### src/rtl/layer_sequencer.sv
`default_nettype none
// ============================================================================
// Module      : layer_sequencer
// Description : Control FSM that time-multiplexes one shared MAC unit across
//               a full neural-network layer (N_IN inputs x N_OUT neurons).
//               Per neuron: clear accumulator, step every input/weight pair,
//               write the result to the output register file; then pulse Done.
//               Optional bias step enabled by defining LAYER_SEQ_BIAS_EN.
// Revision    : 1.0 - initial release
// ============================================================================
module layer_sequencer #(
    parameter int N_IN  = 10,
    parameter int N_OUT = 5,
    parameter int AW    = 6,
    parameter int IW    = 4,
    parameter int OW    = 3
) (
    input  logic          Clock,
    input  logic          Rst,
    input  logic          Start,
    input  logic          Stall,
    output logic          Busy,
    output logic          Done,
    output logic [IW-1:0] in_sel,
    output logic [AW-1:0] w_addr,
    output logic          mac_clr,
    output logic          mac_en,
    output logic          bias_sel,
    output logic          out_we,
    output logic [OW-1:0] out_idx
);

    typedef enum logic [2:0] {
        S_IDLE  = 3'd0,
        S_CLR   = 3'd1,
        S_MAC   = 3'd2,
        S_BIAS  = 3'd3,
        S_WRITE = 3'd4,
        S_DONE  = 3'd5
    } state_t;

    state_t        r_state;
    state_t        w_stateNext;
    logic [IW-1:0] r_i;
    logic [IW-1:0] w_iNext;
    logic [OW-1:0] r_n;
    logic [OW-1:0] w_nNext;
    logic [AW-1:0] r_addrHold;
    logic [AW-1:0] w_addrLive;
    logic          w_isMac;
    logic          w_isBias;
    logic          w_stepping;

    assign w_isMac = (r_state == S_MAC);
`ifdef LAYER_SEQ_BIAS_EN
    assign w_isBias = (r_state == S_BIAS);
`else
    assign w_isBias = 1'b0;
`endif
    assign w_stepping = w_isMac | w_isBias;

    // Weight address for the current MAC step or bias step.
    always_comb begin
        w_addrLive = r_addrHold;
        if (w_isMac) begin
            w_addrLive = AW'(r_n) * AW'(N_IN) + AW'(r_i);
        end else if (w_isBias) begin
            w_addrLive = AW'(N_IN * N_OUT) + AW'(r_n);
        end
    end

    // State and counter registers.
    always_ff @(posedge Clock or negedge Rst) begin
        if (!Rst) begin
            r_state <= S_IDLE;
            r_i     <= '0;
            r_n     <= '0;
        end else begin
            r_state <= w_stateNext;
            r_i     <= w_iNext;
            r_n     <= w_nNext;
        end
    end

    // Keeps w_addr stable outside the stepping states.
    always_ff @(posedge Clock or negedge Rst) begin
        if (!Rst) begin
            r_addrHold <= '0;
        end else if (w_stepping) begin
            r_addrHold <= w_addrLive;
        end
    end

    // Next-state and counter update; Stall only freezes the stepping states.
    always_comb begin
        w_stateNext = r_state;
        w_iNext     = r_i;
        w_nNext     = r_n;
        case (r_state)
            S_IDLE: begin
                if (Start) begin
                    w_stateNext = S_CLR;
                    w_nNext     = '0;
                end
            end
            S_CLR: begin
                w_iNext     = '0;
                w_stateNext = S_MAC;
            end
            S_MAC: begin
                if (!Stall) begin
                    if (r_i == IW'(N_IN - 1)) begin
`ifdef LAYER_SEQ_BIAS_EN
                        w_stateNext = S_BIAS;
`else
                        w_stateNext = S_WRITE;
`endif
                    end else begin
                        w_iNext = r_i + 1'b1;
                    end
                end
            end
            S_BIAS: begin
                if (!Stall) begin
                    w_stateNext = S_WRITE;
                end
            end
            S_WRITE: begin
                if (r_n == OW'(N_OUT - 1)) begin
                    w_stateNext = S_DONE;
                end else begin
                    w_nNext     = r_n + 1'b1;
                    w_stateNext = S_CLR;
                end
            end
            S_DONE: begin
                w_stateNext = S_IDLE;
            end
            default: begin
                w_stateNext = S_IDLE;
            end
        endcase
    end

    // Output decode. r_i only changes in CLR/MAC and stops at N_IN-1, so it
    // already holds its last value outside MAC and can drive in_sel directly.
    assign Busy     = (r_state != S_IDLE);
    assign Done     = (r_state == S_DONE);
    assign mac_clr  = (r_state == S_CLR);
    assign out_we   = (r_state == S_WRITE);
    assign out_idx  = (r_state == S_IDLE) ? '0 : r_n;
    assign in_sel   = r_i;
    assign w_addr   = w_stepping ? w_addrLive : r_addrHold;
    assign mac_en   = w_stepping & ~Stall;
`ifdef LAYER_SEQ_BIAS_EN
    assign bias_sel = w_isBias & ~Stall;
`else
    assign bias_sel = 1'b0;
`endif

endmodule
`default_nettype wire
### config.mk
export PLATFORM = sky130hd
export DESIGN_NAME = layer_sequencer
export DESIGN_NICKNAME = d
export VERILOG_FILES = /design/src/rtl/layer_sequencer.sv
export SDC_FILE = /design/constraint.sdc
export NUM_CORES = 1
export LEC_CHECK = 0
export CELL_PAD_IN_SITES_DETAIL_PLACEMENT = 0
export CELL_PAD_IN_SITES_GLOBAL_PLACEMENT = 1
export CORE_ASPECT_RATIO = 0.75
export CORE_MARGIN = 2
export CORE_UTILIZATION = 36
export CTS_BUF_LIST = sky130_fd_sc_hd__clkbuf_4 sky130_fd_sc_hd__clkbuf_8
export DETAILED_ROUTE_END_ITERATION = 10
export PLACE_DENSITY = 0.84
export REMOVE_ABC_BUFFERS = 1
export SLEW_MARGIN = 25
export SYNTH_ARGS = -nofsm -noshare
export SYNTH_HDL_FRONTEND = slang
export SYNTH_SLANG_ARGS = --single-unit
### constraint.sdc
create_clock -name Clock -period 2.1 [get_ports Clock]
set_clock_uncertainty 0.05 [all_clocks]
set_input_delay 0.525 -clock Clock [delete_from_list [all_inputs] [get_ports Clock]]
set_output_delay 0.525 -clock Clock [all_outputs]
set_load 0.02 [all_outputs]
## Yosys cells after proc, flatten, opt, wreduce, memory -nomap -nowiden

Index checks and enable logic that the tools add are counted.
Widths: inputs -> output; s select.

- Bits in registers: 16
- Bits in latches: 0
- Memory bits (writable): 0
- Bits in read-only memories: 0
- Output and inout bits: 19
- Word-level logic and storage cells: 44
- Memories: 0

- $add $sub $neg: 3
- $mul: 1
- Divide/modulo/power cells: 0
- Magnitude comparators: 0
- Equal/unequal tests: 13
- Shifts and indexed selects: 0
- Mux-type cells: 14
- Bitwise logic cells: 2
- Reductions and logical operators: 7

Operators with widths:

| cell | count |
|---|---|
| $mux 3 | 8 |
| $pmux 3 s5 | 1 |
| $ne 2x2->1 const B | 5 |
| $eq 3x3->1 const B | 3 |
| $mux 4 | 2 |
| $pmux 4 s2 | 1 |
| $add 6x4->6 | 1 |
| $eq 3x2->1 const B | 2 |
| $mux 6 | 1 |
| $pmux 3 s2 | 1 |
| $reduce_and 3->1 | 2 |
| $mul 3x3->5 const B | 1 |
| $add 4x1->4 const B | 1 |
| $eq 4x4->1 const B | 1 |
| $reduce_and 4->1 | 1 |
| $reduce_bool 2->1 | 2 |
| $add 3x1->3 const B | 1 |
| $eq 3x1->1 const B | 1 |
| $logic_not 3->1 | 1 |
| $reduce_bool 3->1 | 1 |
| $ne 2x1->1 const B | 1 |
| $and 1x1->1 | 1 |
| $not 1->1 | 1 |

## Logic depth before layout (Yosys ltp)

Gate-level depths: netlist of run 1.

- Depth after elaboration: 4
- Depth in mapped cells: 6
- Mapped depth without buffers: 6

## Worst setup path after synthesis of run 1

Ideal clock, no wire load.

- Path kind: register to output
- Start point: register r_i[1] (netlist: in_sel[1])
- End point: output port w_addr[3]
- Data arrival time: 1.806 ns
- Required time: 1.525 ns
- Slack: -0.281 ns
- Stages on the path, launching flop included: 6
- Path through: dfrtp_1 > ha_1 > inv_1 > fa_1 > xor2_1 > o21ai_0

- Cells in the longest elaborated chain, start to end: 2

Ends and longest elaborated chain:

| what | line | RTL |
|---|---|---|
| from (decl) | 44 | `logic [IW-1:0] r_i;` |
| from (signal assigned) | 80 | `r_i <= w_iNext;` |
| $add 6x4->6 | 66 | `w_addrLive = AW'(r_n) * AW'(N_IN) + AW'(r_i);` |
| $mux 6 | - |  |
| to (decl) | 25 | `output logic [AW-1:0] w_addr,` |

No other way between the ends.

## Final worst setup path of run 1

- Start point: register r_n[0]
- End point: output port w_addr[5]

- Cells in the longest elaborated chain, start to end: 3

Ends and longest elaborated chain:

| what | line | RTL |
|---|---|---|
| from (decl) | 46 | `logic [OW-1:0] r_n;` |
| from (signal assigned) | 81 | `r_n <= w_nNext;` |
| $mul 3x3->5 | 66 |  |
| $add 6x4->6 | 66 |  |
| $mux 6 | - |  |

No other way between the ends.

==> key figures, run 1 <==
Run status
  – Status: finished, violations left
  – Failing checks: negative setup slack

Detailed routing
  – Via count: 969
  – Mean routed wirelength per cell: 13.6 um
  – 1st-pass router iterations: 4
  – Initial DRC Count: 40
  – Antenna-violating nets left: 0
  – Remaining routing DRC violations: 0
  – Final WL: 2610 um
  – Vias per cell: 5.05

Pwr
  – Leak Pwr: 0.810 nW
  – Seq pwr share: 19.9%
  – Sw Share: 41.2%
  – Worst vdd ir: 0.000768 V
  – Combinational power share: 69.2%
  – Pwr Total: 2.53 mW
  – Int Power: 1.49 mW
  – Switching Power: 1.04 mW
  – Part of the power in the clock network: 10.9%
  – Pwr Density: 1510 mW/mm^2

GRT
  – First-pass GRT wire length: 4070 um
  – Vias in the first global route: 894
  – Gr ovfl total: 0
  – Antenna violations before repair: 0
  – GRT Total Usage: 16.1%
  – Pin count of the biggest net entering global routing: 17

Yosys
  – Largest cells by area after synthesis: dfrtp_1, ha_1, nand2_1, mux2i_1, o21ai_0
  – Mux share of post-synthesis cell area: 3.80%
  – Netlist cell types: 41
  – Post-synthesis compound-gate area fraction: 15.6%
  – Yosys Warn Count: 0
  – Simple-Gate Fraction of Synth Area: 20.7%
  – Seq/Total Area, Yosys: 38.0%
  – Adder-Cell Fraction of Synth Area: 13.8%
  – Mapped Avg Cell Area: 9.83 um^2
  – Top cell type by total area after synthesis: dfrtp_1
  – Gate count after technology mapping: 107
  – Largest family of logic cells by synthesized area: simple AND/OR/NAND/NOR gates
  – Post-synthesis register bit count: 16
  – Cell area after synthesis: 0.00105 mm^2
  – Yosys top cell area share: 38.0%
  – Post-Synth XOR/XNOR Area: 1.66%

Worst setup path
  – FF-to-FF End: in_sel[1]
  – Startpoint Class: register
  – Worst r2r src: r_state[2]
  – Max stage delay cell, worst path: dfrtp_1
  – R2R setup slack: 350 ps
  – Crit end category: primary output
  – Worst Reg-to-Reg Cells: 5
  – Bufs and invs on worst path: 1
  – Arr. time, crit path: 1960 ps
  – Worst Path Required: 1520 ps
  – Crit Path Category: reg2out
  – Largest stage delay, worst path: 440 ps
  – Top delay family on crit path: compound AO/OA/AOI/OAI gates
  – Critical path's most frequent cell: ha_4
  – Crit-path max FO: 3
  – CP Cell Sequence: ha_4 > ha_4 > nor2b_4 > o2111a_1 > a221o_1 > buf_6

Clock tree
  – Num CTS Buffers: 3
  – Clock root cell: clkbuf_8
  – Skew-Pair Late Insertion Delay: 250 ps
  – CTS Hold Bufs: 0
  – Clock sink count: 16
  – Max clock buf depth: 2
  – CTS tree: done
  – H-Tree Depth: 1
  – Clk slew on worst S/H paths: 70 ps

Die
  – Die height: 50.8 um
  – Die area: 0.00338 mm^2
  – Rows: 16
  – Core ar.: 0.00270 mm^2
  – Die width: 66.4 um
  – IO Pins: 23
  – Initial Utilization: 38.9%

STA
  – Final setup vio count: 5
  – Final critical-path share of the clock period: 121%
  – Final Hold Fails: 0
  – Hold_ws: 431 ps
  – Max Freq: 395 MHz
  – TNS Setup: -1380 ps
  – Final Max Tran Viols: 0
  – Min Tclk post-route: 2530 ps
  – RSZ-0062 raised after global routing: true
  – Setup ws final: -432 ps

Placement
  – Placed cells: 179
  – Gpl congestion: 0.779
  – DP Wirelength: 1820 um
  – Place WS: -649 ps
  – Port bufs: 21
  – Placement Cell Area: 0.00143 mm^2

Hold path
  – Min-Delay Path Class: reg2reg
  – Sink of the worst hold path: r_addrHold[0]
  – Hold Crit Depth: 2
  – Hold Path Origin: r_addrHold[0]

Finish
  – Final instance area: 0.00167 mm^2
  – Final std cells w/o fill: 192
  – Area Overhead vs Synth: 59.0%
  – Ant diodes: 0
  – Core Util, Final: 61.9%
  – Nets: 172
  – Layout cells sized above 1: 44.9%

Run
  – Max-cap viol count: 0
==> cell usage after synthesis, drive strengths merged <==
master,number
a211o,1
ha,10
and3,1
clkbuf,1
and2,1
nand2b,1
a311oi,2
nand4b,1
and3b,2
a211oi,1
nand3,2
nor4b,1
a22o,2
o2111a,1
fa,1
o21ai,6
mux2i,4
dfrtp,16
o31ai,1
xnor2,1
a21oi,3
xor2,1
nor2b,2
nor3,1
a21o,1
a21boi,1
nor3b,1
a32o,1
a221o,1
inv,7
nand4,3
buf,5
o211ai,1
or3b,4
nand2,14
conb,1
nor2,4
==> worst min-delay path, delay by kind of cell (launching register included) <==
| kind | cells | cell delay [ps] |
|---|---|---|
| flip-flops | 1 | 320 |
| AND/OR/NAND/NOR | 2 | 120 |
==> layout make-up <==
cell class | instances | area, um^2
Sequential cell | 16 | 400
Inverter | 7 | 26.3
Clock buffer | 4 | 55.1
Multi-Input combinational cell | 78 | 676
Fill cell | 235 | 1030
Tap cell | 36 | 45.0
Timing Repair Buffer | 51 | 470
==> layout by cell type (no fill, tap or decap), types with 2 or more instances in the layout <==
cell / Yosys / final
dfrtp_1: 16 / 16
a22o_1: 2 / 2
or3b_4: 1 / 2
nand4_1: 3 / 3
nand2_1: 14 / 9
a21oi_1: 3 / 3
inv_1: 7 / 4
clkbuf_8: 0 / 4
buf_4: 1 / 25
nand3_1: 2 / 2
inv_2: 0 / 3
ha_4: 0 / 2
o21ai_0: 6 / 3
buf_6: 1 / 15
o21ai_1: 0 / 2
nor2_2: 0 / 2
nand2_2: 0 / 5
ha_1: 10 / 7
nor2_1: 4 / 2
mux2i_1: 4 / 4
clkdlybuf4s50_1: 0 / 7
and3b_1: 2 / 2
or3b_2: 3 / 2
==> flip-flops by register name, indices dropped and copies added (netlist names) <==
register / cells
r_n: 3
r_addrHold: 6
r_state: 3
in_sel: 4
==> worst max path at each step <==
stage	depth (start not counted)	end	slack (ps)	startpoint
floorplan	5	w_addr[3]	-280	in_sel[1]
global placement	6	w_addr[5]	-620	r_n[0]
detailed placement	6	w_addr[5]	-650	r_n[0]
CTS	6	w_addr[5]	-430	r_n[0]
global route	6	w_addr[4]	-470	r_n[2]
finish	6	w_addr[5]	-430	r_n[0]
==> metal layers <==
layer / global-route usage, % / wire length [um]
met5: 0 / 0
met4: 2.72 / 12
met3: 6.17 / 105
met2: 25.3 / 1220
met1: 21.4 / 1270
==> kinds of logic (layout without fill, tap and decap cells) <==
| group | Yosys count | count (layout) |
|---|---|---|
| DFF | 16 | 16 |
| buffers and inverters | 13 | 62 |
| other | 1 | 1 |
| muxes | 4 | 4 |
| AOI/OAI and AO/OA | 22 | 22 |
| xor gates and xnor gates | 2 | 2 |
| and+or+nand+nor | 38 | 38 |
| adders and majority gates | 11 | 11 |
==> repair_timing <==
| action | in CTS | in global routing |
|---|---|---|
| pin swaps | 5 | 8 |
| resized for setup | 71 | 34 |
| setup buffers | 3 | 6 |
| endpoints found under the setup margin | 14 | 11 |
| hold endpoints to repair | 0 | 0 |
==> power groups by stage <==
| stage | clock network, mW | logic [mW] | registers (mW) |
|---|---|---|---|
| detailed placement | 0 | 1.40 | 0.492 |
| floorplan | 0 | 0.636 | 0.588 |
| finish | 0.275 | 1.75 | 0.504 |
| global placement | 0 | 1.37 | 0.486 |
| CTS | 0.281 | 1.44 | 0.494 |
| global route | 0.298 | 1.88 | 0.518 |
Note: power is estimated with default switching activity, not from simulation.
==> run 2: changes to the inputs <==
- MAX_ROUTING_LAYER: not set -> met4
==> key figures, run 2 (synthesis results as in run 1) <==
Run status
  – Status: finished, violations left
  – Failing checks: negative setup slack

Finish
  – Core Util, Final: 61.9%
  – Nets: 172
  – Most common cell after layout, fill and taps aside: buf_4
  – Fillers: 235
  – Largest Register: r_addrHold
  – Combined area of the multi-input logic cells: 676 um^2
  – Ant diodes: 0
  – FF/Latch Area: 400 um^2
  – Area Overhead vs Synth: 59.0%
  – Most frequent cells in the layout: buf_4, dfrtp_1, buf_6
  – Layout cells sized above 1: 44.9%
  – Max FFs per register: 6

Worst setup path
  – Largest stage delay, worst path: 440 ps
  – Crit Path Category: reg2out
  – Max stage delay cell, worst path: dfrtp_1
  – Arr. time, crit path: 1960 ps
  – Worst Path Required: 1520 ps
  – Bufs and invs on worst path: 1
  – Startpoint Class: register
  – CP Cell Sequence: ha_4 > ha_4 > nor2b_4 > o2111a_1 > a221o_1 > buf_6
  – Critical path's most frequent cell: ha_4
  – Crit-path max FO: 3
  – Crit end category: primary output
  – Top delay family on crit path: compound AO/OA/AOI/OAI gates

Pwr
  – Combinational power share: 69.1%
  – Seq pwr share: 20.0%
  – Sw Share: 41.2%
  – Pwr Density: 1510 mW/mm^2
  – Part of the power in the clock network: 10.9%
  – Worst vdd ir: 0.000769 V
  – Leak Pwr: 0.810 nW
  – Switching Power: 1.04 mW
  – Int Power: 1.49 mW

Clock tree
  – Clk slew on worst S/H paths: 70 ps
  – Skew-Pair Late Insertion Delay: 250 ps
  – CTS tree: done
  – Clock root cell: clkbuf_8
  – H-Tree Depth: 1
  – Max clock buf depth: 2
  – Num CTS Buffers: 3
  – Clock sink count: 16

GRT
  – Antenna violations before repair: 0
  – Met3 usage in global routing: 6.17%
  – Top Usage Layer GRT: met2
  – Gr ovfl total: 0
  – GRT Total Usage: 16.5%
  – M2 GR Usage: 25.3%
  – Pin count of the biggest net entering global routing: 17
  – First-pass GRT wire length: 4080 um
  – GR Layer Usage met1: 21.4%
  – Vias in the first global route: 892

Detailed routing
  – Via count: 976
  – Final WL: 2610 um
  – 1st-pass router iterations: 4
  – Remaining routing DRC violations: 0
  – Mean routed wirelength per cell: 13.6 um
  – Antenna-violating nets left: 0
  – Vias per cell: 5.08
  – Initial DRC Count: 39

STA
  – Setup ws final: -433 ps
  – RSZ-0062 raised after global routing: true
  – Final Max Tran Viols: 0
  – Min Tclk post-route: 2530 ps
  – Final Hold Fails: 0
  – Max Freq: 395 MHz
  – Final setup vio count: 5
  – Final critical-path share of the clock period: 121%

Placement
  – Gpl congestion: 0.789
  – Place WS: -649 ps
  – DP Wirelength: 1820 um
  – Port bufs: 21

Hold path
  – Min-Delay Path Class: reg2reg

Die
  – Initial Utilization: 38.9%
  – IO Pins: 23
  – Core ar.: 0.00270 mm^2
  – Die area: 0.00338 mm^2
  – Die height: 50.8 um
  – Die width: 66.4 um
  – Rows: 16

Run
  – Max-cap viol count: 0
-- run 2: area by class of cell --
class | instances | share of cell area (%)
multi-input cells | 78 | 40.4
repair buffers | 51 | 28.1
flip-flops and latches | 16 | 23.9
clock buffers | 4 | 3.29
well taps | 36 | 2.69
inverters | 7 | 1.57
-- run 2: path summary, 6_finish.rpt --
path                                from             to  slack, ps  cells past startpoint
min in group asynchronous            Rst  r_addrHold[4]        540                      2
min reg2reg                r_addrHold[0]  r_addrHold[0]        430                      2
max in group asynchronous            Rst  r_addrHold[1]       1270                      2
max reg2reg                   r_state[2]      in_sel[1]        350                      5
max                               r_n[0]      w_addr[5]       -430                      6
min                        r_addrHold[0]  r_addrHold[0]        430                      2
-- run 2: what timing repair did --
item | in CTS | in global routing
gates resized for setup | 71 | 34
buffers inserted | 3 | 6
setup endpoints to repair | 14 | 11
cloned | 0 | 0
hold buffers | 0 | 0
pin swaps | 5 | 8
-- run 2: metal layers --
| metal | vias to the layer above | share of wire (%) |
|---|---|---|
| met1 | 475 | 49 |
| met2 | 21 | 47 |
| met3 | 2 | 4.1 |
| met5 | - | 0 |
| met4 | 0 | 0.31 |
| li1 | 478 | - |
-- run 2: tightest hold or removal path: stages, from the launching register on --
cell,delay (ps)
dfrtp_1,320
nand2_1,50
nand2_2,70
-- run 2: power by group through the flow --
stage / Combinational [mW] / Sequential, mW / Clock (mW)
after detailed placement: 1.40 / 0.492 / 0
final: 1.75 / 0.504 / 0.276
after CTS: 1.44 / 0.494 / 0.281
after global routing: 1.88 / 0.518 / 0.298
after floorplan: 0.636 / 0.588 / 0
after global placement: 1.37 / 0.486 / 0
-- run 2: metrics by stage --
stage,instance area [um^2],power (mW),hold slack (ps),std cells,setup TNS (ps)
2_1_floorplan,1010,1.22,179,101,-788
6_report,1670,2.53,431,192,-1380
4_1_cts,1510,2.22,422,186,-1140
3_3_place_gp,1430,1.86,406,179,-3050
3_5_place_dp,1430,1.89,410,179,-3370
5_1_grt,1670,2.69,480,192,-1900
